$ cat src/rtl/seq_ctrl_if.sv
// Bus bundle between seq_ctrl and its instruction memory / ALU.
//   imem_req   : fetch request (sequencer -> memory)
//   imem_addr  : fetch address, equal to the PC (sequencer -> memory)
//   imem_valid : fetch data valid (memory -> sequencer)
//   imem_data  : 16-bit instruction word (memory -> sequencer)
//   alu_a/b    : 9-bit ALU operands (sequencer -> ALU)
//   alu_opcode : 4-bit ALU opcode (sequencer -> ALU)
//   alu_out    : 9-bit combinational ALU result (ALU -> sequencer)
// master = sequencer side, slave = memory/ALU side.
interface seq_ctrl_if;
    logic        imem_req;
    logic [7:0]  imem_addr;
    logic        imem_valid;
    logic [15:0] imem_data;
    logic [8:0]  alu_a;
    logic [8:0]  alu_b;
    logic [3:0]  alu_opcode;
    logic [8:0]  alu_out;

    modport master (
        output imem_req, imem_addr, alu_a, alu_b, alu_opcode,
        input  imem_valid, imem_data, alu_out
    );

    modport slave (
        input  imem_req, imem_addr, alu_a, alu_b, alu_opcode,
        output imem_valid, imem_data, alu_out
    );
endinterface

$ cat src/rtl/seq_ctrl.sv
// Multi-cycle instruction sequencer feeding the 9-bit ALU.
// Fetches 16-bit instructions, decodes them, drives the ALU operands from a
// 4x9-bit register file and writes the ALU result back. One instruction at a
// time: FETCH -> DECODE -> EXEC -> WB, stopping in HALT on opcode F.
// Ports:
//   clk         : rising-edge clock
//   reset       : asynchronous active-high reset, clears all state
//   start       : level, sampled in IDLE/HALT, starts execution at PC=0
//   bus         : seq_ctrl_if master (instruction fetch + ALU operands/result)
//   dbg_sel     : register index for debug read
//   dbg_data    : combinational R[dbg_sel]
//   busy        : high in FETCH/DECODE/EXEC/WB
//   halted      : high in HALT
//   instr_count : retired instruction count, wraps 255->0
module seq_ctrl (
    input  logic        clk,
    input  logic        reset,
    input  logic        start,
    seq_ctrl_if.master  bus,
    input  logic [1:0]  dbg_sel,
    output logic [8:0]  dbg_data,
    output logic        busy,
    output logic        halted,
    output logic [7:0]  instr_count
);

    typedef enum logic [2:0] {
        S_IDLE,
        S_FETCH,
        S_DECODE,
        S_EXEC,
        S_WB,
        S_HALT
    } state_t;

    state_t      state_q;
    logic [7:0]  pc_q;
    logic [7:0]  pc_d;
    logic [15:0] ir_q;
    logic [8:0]  rf_q [4];
    logic [8:0]  result_q;
    logic [7:0]  cnt_q;
    logic [7:0]  cnt_d;
    logic [8:0]  alu_a_q;
    logic [8:0]  alu_b_q;
    logic [3:0]  alu_op_q;

    logic [3:0]  ir_op;
    logic [1:0]  ir_rd;
    logic [1:0]  ir_rs;
    logic [7:0]  ir_imm;
    logic [8:0]  alu_b_d;
    logic        wr_en;

    assign ir_op  = ir_q[15:12];
    assign ir_rd  = ir_q[11:10];
    assign ir_rs  = ir_q[9:8];
    assign ir_imm = ir_q[7:0];

    always_comb begin
        pc_d  = pc_q + 8'd1;
        cnt_d = cnt_q + 8'd1;
        // Register-register forms (0-7) take R[rs]; everything else takes the
        // zero-extended immediate (only 8/9/A actually consume it).
        if (ir_op <= 4'h7) begin
            alu_b_d = rf_q[ir_rs];
        end else begin
            alu_b_d = {1'b0, ir_imm};
        end
        wr_en = (ir_op <= 4'hA);
    end

    always_ff @(posedge clk or posedge reset) begin
        if (reset) begin
            state_q  <= S_IDLE;
            pc_q     <= '0;
            ir_q     <= '0;
            result_q <= '0;
            cnt_q    <= '0;
            alu_a_q  <= '0;
            alu_b_q  <= '0;
            alu_op_q <= '0;
            for (int unsigned i = 0; i < 4; i++) begin
                rf_q[i] <= '0;
            end
        end else begin
            case (state_q)
                S_IDLE, S_HALT: begin
                    if (start) begin
                        pc_q    <= '0;
                        state_q <= S_FETCH;
                    end
                end
                S_FETCH: begin
                    if (bus.imem_valid) begin
                        ir_q    <= bus.imem_data;
                        pc_q    <= pc_d;
                        state_q <= S_DECODE;
                    end
                end
                S_DECODE: begin
                    alu_a_q  <= rf_q[ir_rd];
                    alu_b_q  <= alu_b_d;
                    alu_op_q <= ir_op;
                    // HALT retires here; it never reaches EXEC/WB.
                    if (ir_op == 4'hF) begin
                        cnt_q   <= cnt_d;
                        state_q <= S_HALT;
                    end else begin
                        state_q <= S_EXEC;
                    end
                end
                S_EXEC: begin
                    result_q <= bus.alu_out;
                    state_q  <= S_WB;
                end
                S_WB: begin
                    if (wr_en) begin
                        rf_q[ir_rd] <= result_q;
                    end
                    cnt_q   <= cnt_d;
                    state_q <= S_FETCH;
                end
                default: begin
                    state_q <= S_IDLE;
                end
            endcase
        end
    end

    assign bus.imem_req   = (state_q == S_FETCH);
    assign bus.imem_addr  = pc_q;
    assign bus.alu_a      = alu_a_q;
    assign bus.alu_b      = alu_b_q;
    assign bus.alu_opcode = alu_op_q;

    assign busy        = (state_q == S_FETCH) || (state_q == S_DECODE) ||
                         (state_q == S_EXEC)  || (state_q == S_WB);
    assign halted      = (state_q == S_HALT);
    assign instr_count = cnt_q;
    assign dbg_data    = rf_q[dbg_sel];

endmodule

$ cat src/flat_wrapper.sv
// flat-port wrapper written by rule: the top's interface ports become plain ports
module seq_ctrl_flat 
  (clk, reset, start, dbg_sel, dbg_data, busy, halted, instr_count, bus_imem_req, bus_imem_addr, bus_alu_a, bus_alu_b, bus_alu_opcode, bus_imem_valid, bus_imem_data, bus_alu_out);
  seq_ctrl_if bus_i ();
  input  logic clk;
  input  logic reset;
  input  logic start;
  input  logic [1:0] dbg_sel;
  output logic [8:0] dbg_data;
  output logic busy;
  output logic halted;
  output logic [7:0] instr_count;
  output wire logic [$bits(bus_i.imem_req)-1:0] bus_imem_req;
  output wire logic [$bits(bus_i.imem_addr)-1:0] bus_imem_addr;
  output wire logic [$bits(bus_i.alu_a)-1:0] bus_alu_a;
  output wire logic [$bits(bus_i.alu_b)-1:0] bus_alu_b;
  output wire logic [$bits(bus_i.alu_opcode)-1:0] bus_alu_opcode;
  input wire logic [$bits(bus_i.imem_valid)-1:0] bus_imem_valid;
  input wire logic [$bits(bus_i.imem_data)-1:0] bus_imem_data;
  input wire logic [$bits(bus_i.alu_out)-1:0] bus_alu_out;
  assign bus_imem_req = bus_i.imem_req;
  assign bus_imem_addr = bus_i.imem_addr;
  assign bus_alu_a = bus_i.alu_a;
  assign bus_alu_b = bus_i.alu_b;
  assign bus_alu_opcode = bus_i.alu_opcode;
  assign bus_i.imem_valid = bus_imem_valid;
  assign bus_i.imem_data = bus_imem_data;
  assign bus_i.alu_out = bus_alu_out;
  seq_ctrl u_core (.clk(clk), .reset(reset), .start(start), .bus(bus_i), .dbg_sel(dbg_sel), .dbg_data(dbg_data), .busy(busy), .halted(halted), .instr_count(instr_count));
endmodule
$ cat config.mk
export PLATFORM = sky130hd
export DESIGN_NAME = seq_ctrl_flat
export DESIGN_NICKNAME = d
export VERILOG_FILES = /design/src/rtl/seq_ctrl_if.sv /design/src/rtl/seq_ctrl.sv /design/src/flat_wrapper.sv
export SDC_FILE = /design/constraint.sdc
export NUM_CORES = 1
export LEC_CHECK = 0
export BUFFER_PORTS_ARGS = -buffer_cell sky130_fd_sc_hd__buf_2
export CAP_MARGIN = 10
export CORE_UTILIZATION = 45
export DETAILED_ROUTE_END_ITERATION = 7
export PLACE_DENSITY = 0.66
export SETUP_SLACK_MARGIN = 0.2
export SLEW_MARGIN = 20
export SYNTH_ARGS = -nofsm -noshare
export SYNTH_HDL_FRONTEND = slang
export SYNTH_SLANG_ARGS = --single-unit
$ cat constraint.sdc
create_clock -name clk -period 4.5 [get_ports clk]
set_input_delay 0.9 -clock clk [delete_from_list [all_inputs] [get_ports clk]]
set_output_delay 0.9 -clock clk [all_outputs]
set_load 0.02 [all_outputs]
==> results.sh <==
export IMPL_fmax_ghz=0.348
export IMPL_mostFrequentLayoutCell="dfrtp_1"
export IMPL_clock_root_buffer="clkbuf_8"
export IMPL_numCtsBuffers=9
export IMPL_route_detailed_drc=0
export IMPL_synth_warnings=0
export IMPL_ys_flop_type="dfrtp_1"
export IMPL_whs_ps=480
export IMPL_design_area_sq_um=5540
export IMPL_n_antenna_cell=0
export IMPL_grtUsageMet1=0.288
export IMPL_slew_headroom=0.414
export IMPL_cp_start_kind="input pin"
export IMPL_comb_power_share=0.392
export IMPL_antenna_found_initial=0
export IMPL_synthToLayoutAreaGrowth_pct=14.3
export IMPL_first_iter_violations=125
export IMPL_p_clk_frac=0.142
export IMPL_synthArstFlopShare=1.00
export IMPL_numPortBuffers=80
export IMPL_place_gp_congestion=0.812
export IMPL_leakage_nw=2.63
export IMPL_top_usage_layer="met2"
export IMPL_viasPerCell=5.55
export IMPL_dieHeight_um=106
export IMPL_path_max_fanout=9
export IMPL_synth_area_sq_um=4850
export IMPL_dp_cells=573
export IMPL_synthCells=374
export IMPL_path_clk_slew_ps=90
export IMPL_fillCellCount=907
export IMPL_synth_nets=407
export IMPL_routedWlPerCell_um=18.0
export IMPL_hold_buffers=0
export IMPL_outcome="finished, final reports clean"
export IMPL_grt_use_met2=0.319
export IMPL_fin_crit_ps=2870
export IMPL_tightest_slew_ps=875
export IMPL_firstDrtPassIters=4
export IMPL_period_share=0.639
export IMPL_maxSlewViolCount=0
export IMPL_setup_viol=0
export IMPL_grt_overflow=0
export IMPL_p_sw_frac=0.397
export IMPL_grt_pass1_vias=3266
export IMPL_powerDensity_nw_per_um2=668
export IMPL_setup_tns_ps=0
export IMPL_fin_nets=481
export IMPL_insertion_delay_ps=370
export IMPL_hpwl_um=7260
export IMPL_required_ps=3600
export IMPL_p_int_mw=2.23
export IMPL_hp_class="reg2reg"
export IMPL_rsz0062_at_grt="false"
export IMPL_skew_ps=13.7
export IMPL_cts_tree="built"
export IMPL_synth_edff_count=0
export IMPL_io_pins=81
export IMPL_drive_gt1_frac=0.419
export IMPL_cts_resized=0
export IMPL_power_frac_seq=0.466
export IMPL_placed_cell_area_sq_um=5370
export IMPL_met3_usage=0.0359
export IMPL_post_cts_buffers=0
export IMPL_avgSynthCellArea_sq_um=13.0
export IMPL_critPathKind="in2out"
export IMPL_instances_no_fill=589
export IMPL_final_antenna_net_count=0
export IMPL_cp_end_kind="primary output"
export IMPL_die_w_um=106
export IMPL_clock_sinks=102
export IMPL_ir_drop_mv=0.253
export IMPL_wl_um=10600
export IMPL_ys_types=40
export IMPL_grt_pass1_wl_um=17200
export IMPL_final_hold_violation_count=0
export IMPL_row_count=37
export IMPL_crit_arrival_ps=1970
export IMPL_drv_cap=0
export IMPL_vias=3269
export IMPL_rrSetupSlack_ps=2090
export IMPL_clk_path_buf_depth=2
export IMPL_most_common_layout_cells="dfrtp_1 (102), buf_2 (80), mux2_2 (58)"
export IMPL_switching_power_mw=1.47
export IMPL_ys_ff_latch=102
export IMPL_htree_num_levels=3
export IMPL_grt_max_degree=50
export IMPL_grt_total_usage=0.201
export IMPL_synth_seq_area_share=0.526
export IMPL_die_area_sq_um=11200
export IMPL_initial_utilization=0.468
export IMPL_core_area_sq_um=10400
==> synthesized netlist by cell type (all sizes together), types with 2 or more instances <==
| library cell | instances | area [sq um] |
|---|---|---|
| and3 | 5 | 31.3 |
| nand3b | 2 | 15.0 |
| nor2 | 16 | 60.1 |
| mux4 | 27 | 608 |
| nand2 | 53 | 199 |
| nor3 | 2 | 10.0 |
| nand4 | 2 | 12.5 |
| dfrtp | 102 | 2550 |
| nor3b | 4 | 30.0 |
| a22o | 3 | 26.3 |
| o32ai | 2 | 17.5 |
| and2 | 4 | 25.0 |
| nand3 | 10 | 50.1 |
| a31oi | 2 | 12.5 |
| o31ai | 2 | 15.0 |
| o21a | 3 | 22.5 |
| inv | 6 | 22.5 |
| ha | 2 | 25.0 |
| a21oi | 12 | 60.1 |
| xnor2 | 7 | 61.3 |
| mux2i | 9 | 90.1 |
| buf | 10 | 51.3 |
| o21ai | 7 | 35.0 |
| mux2 | 58 | 653 |
| clkbuf | 11 | 41.3 |
==> kinds of logic (layout without fill, tap and decap cells) <==
logic type	Yosys count	count (layout)	share of synthesized area
xor gates and xnor gates	8	8	0.0144
buffers and inverters	27	106	0.0237
adders and majority gates	2	2	0.00516
muxes	94	94	0.279
and+or+nand+nor	105	105	0.104
DFF	102	102	0.526
AOI/OAI and AO/OA	36	36	0.0475
==> power groups by stage <==
stage / Clock [mW] / Combinational [mW] / Sequential (mW)
after global placement: 0 / 1.42 / 1.73
after CTS: 0.544 / 1.47 / 1.72
after global routing: 0.582 / 1.58 / 1.79
after floorplan: 0 / 1.10 / 1.64
after detailed placement: 0 / 1.46 / 1.75
final: 0.528 / 1.45 / 1.72
==> final timing paths <==
path,start,end,cells after the start
hold / removal,u_core.instr_count[7]$_DFFE_PP0P_,u_core.instr_count[7]$_DFFE_PP0P_,1
setup / recovery,dbg_sel[0],dbg_data[8],3
setup reg to reg,u_core.state_q[0]$_DFFE_PP0P_,u_core.rf_q[26]$_DFFE_PP0P_,4
max in group asynchronous,reset,u_core.ir_q[5]$_DFFE_PP0P_,3
hold reg to reg,u_core.instr_count[7]$_DFFE_PP0P_,u_core.instr_count[7]$_DFFE_PP0P_,1
min in group asynchronous,reset,u_core.ir_q[14]$_DFFE_PP0P_,2
==> stage by stage <==
stage / utilization / setup WS [ps] / power (mW)
after floorplan: - / 925 / 2.74
after global placement: 0.518 / 1610 / 3.15
after detailed placement: 0.518 / 1610 / 3.21
after CTS: 0.535 / 1610 / 3.74
after global routing: 0.535 / 1560 / 3.95
final: 0.535 / 1630 / 3.70
==> worst max-delay path, stage by stage <==
cell and delay, ps:
buf_2 300, mux4_2 590, buf_2 180
==> cell type report <==
class | count | area (sq um) | area share
Clock inverter | 6 | 46.3 | 0.00835
Clock buffer | 10 | 128 | 0.0230
Sequential cell | 102 | 2550 | 0.460
Inverter | 6 | 25.0 | 0.00451
Timing Repair Buffer | 84 | 430 | 0.0776
Multi-Input combinational cell | 245 | 2190 | 0.395
Tap cell | 136 | 170 | 0.0307
==> sequential cells by signal, summed over array words and instances, names as in the netlist <==
name,flops
u_core.rf_q,36
u_core.bus.alu_opcode,4
u_core.state_q,3
u_core.ir_q,16
u_core.result_q,9
u_core.instr_count,8
u_core.bus.alu_b,9
u_core.bus.alu_a,9
u_core.bus.imem_addr,8
==> per-layer routing <==
metal  wire length [um]  share of wire
met2               5030           0.48
met1               4960           0.47
met3                492          0.046
met5                  0              0
met4                 99         0.0094
Note: power is estimated with default switching activity, not from simulation.
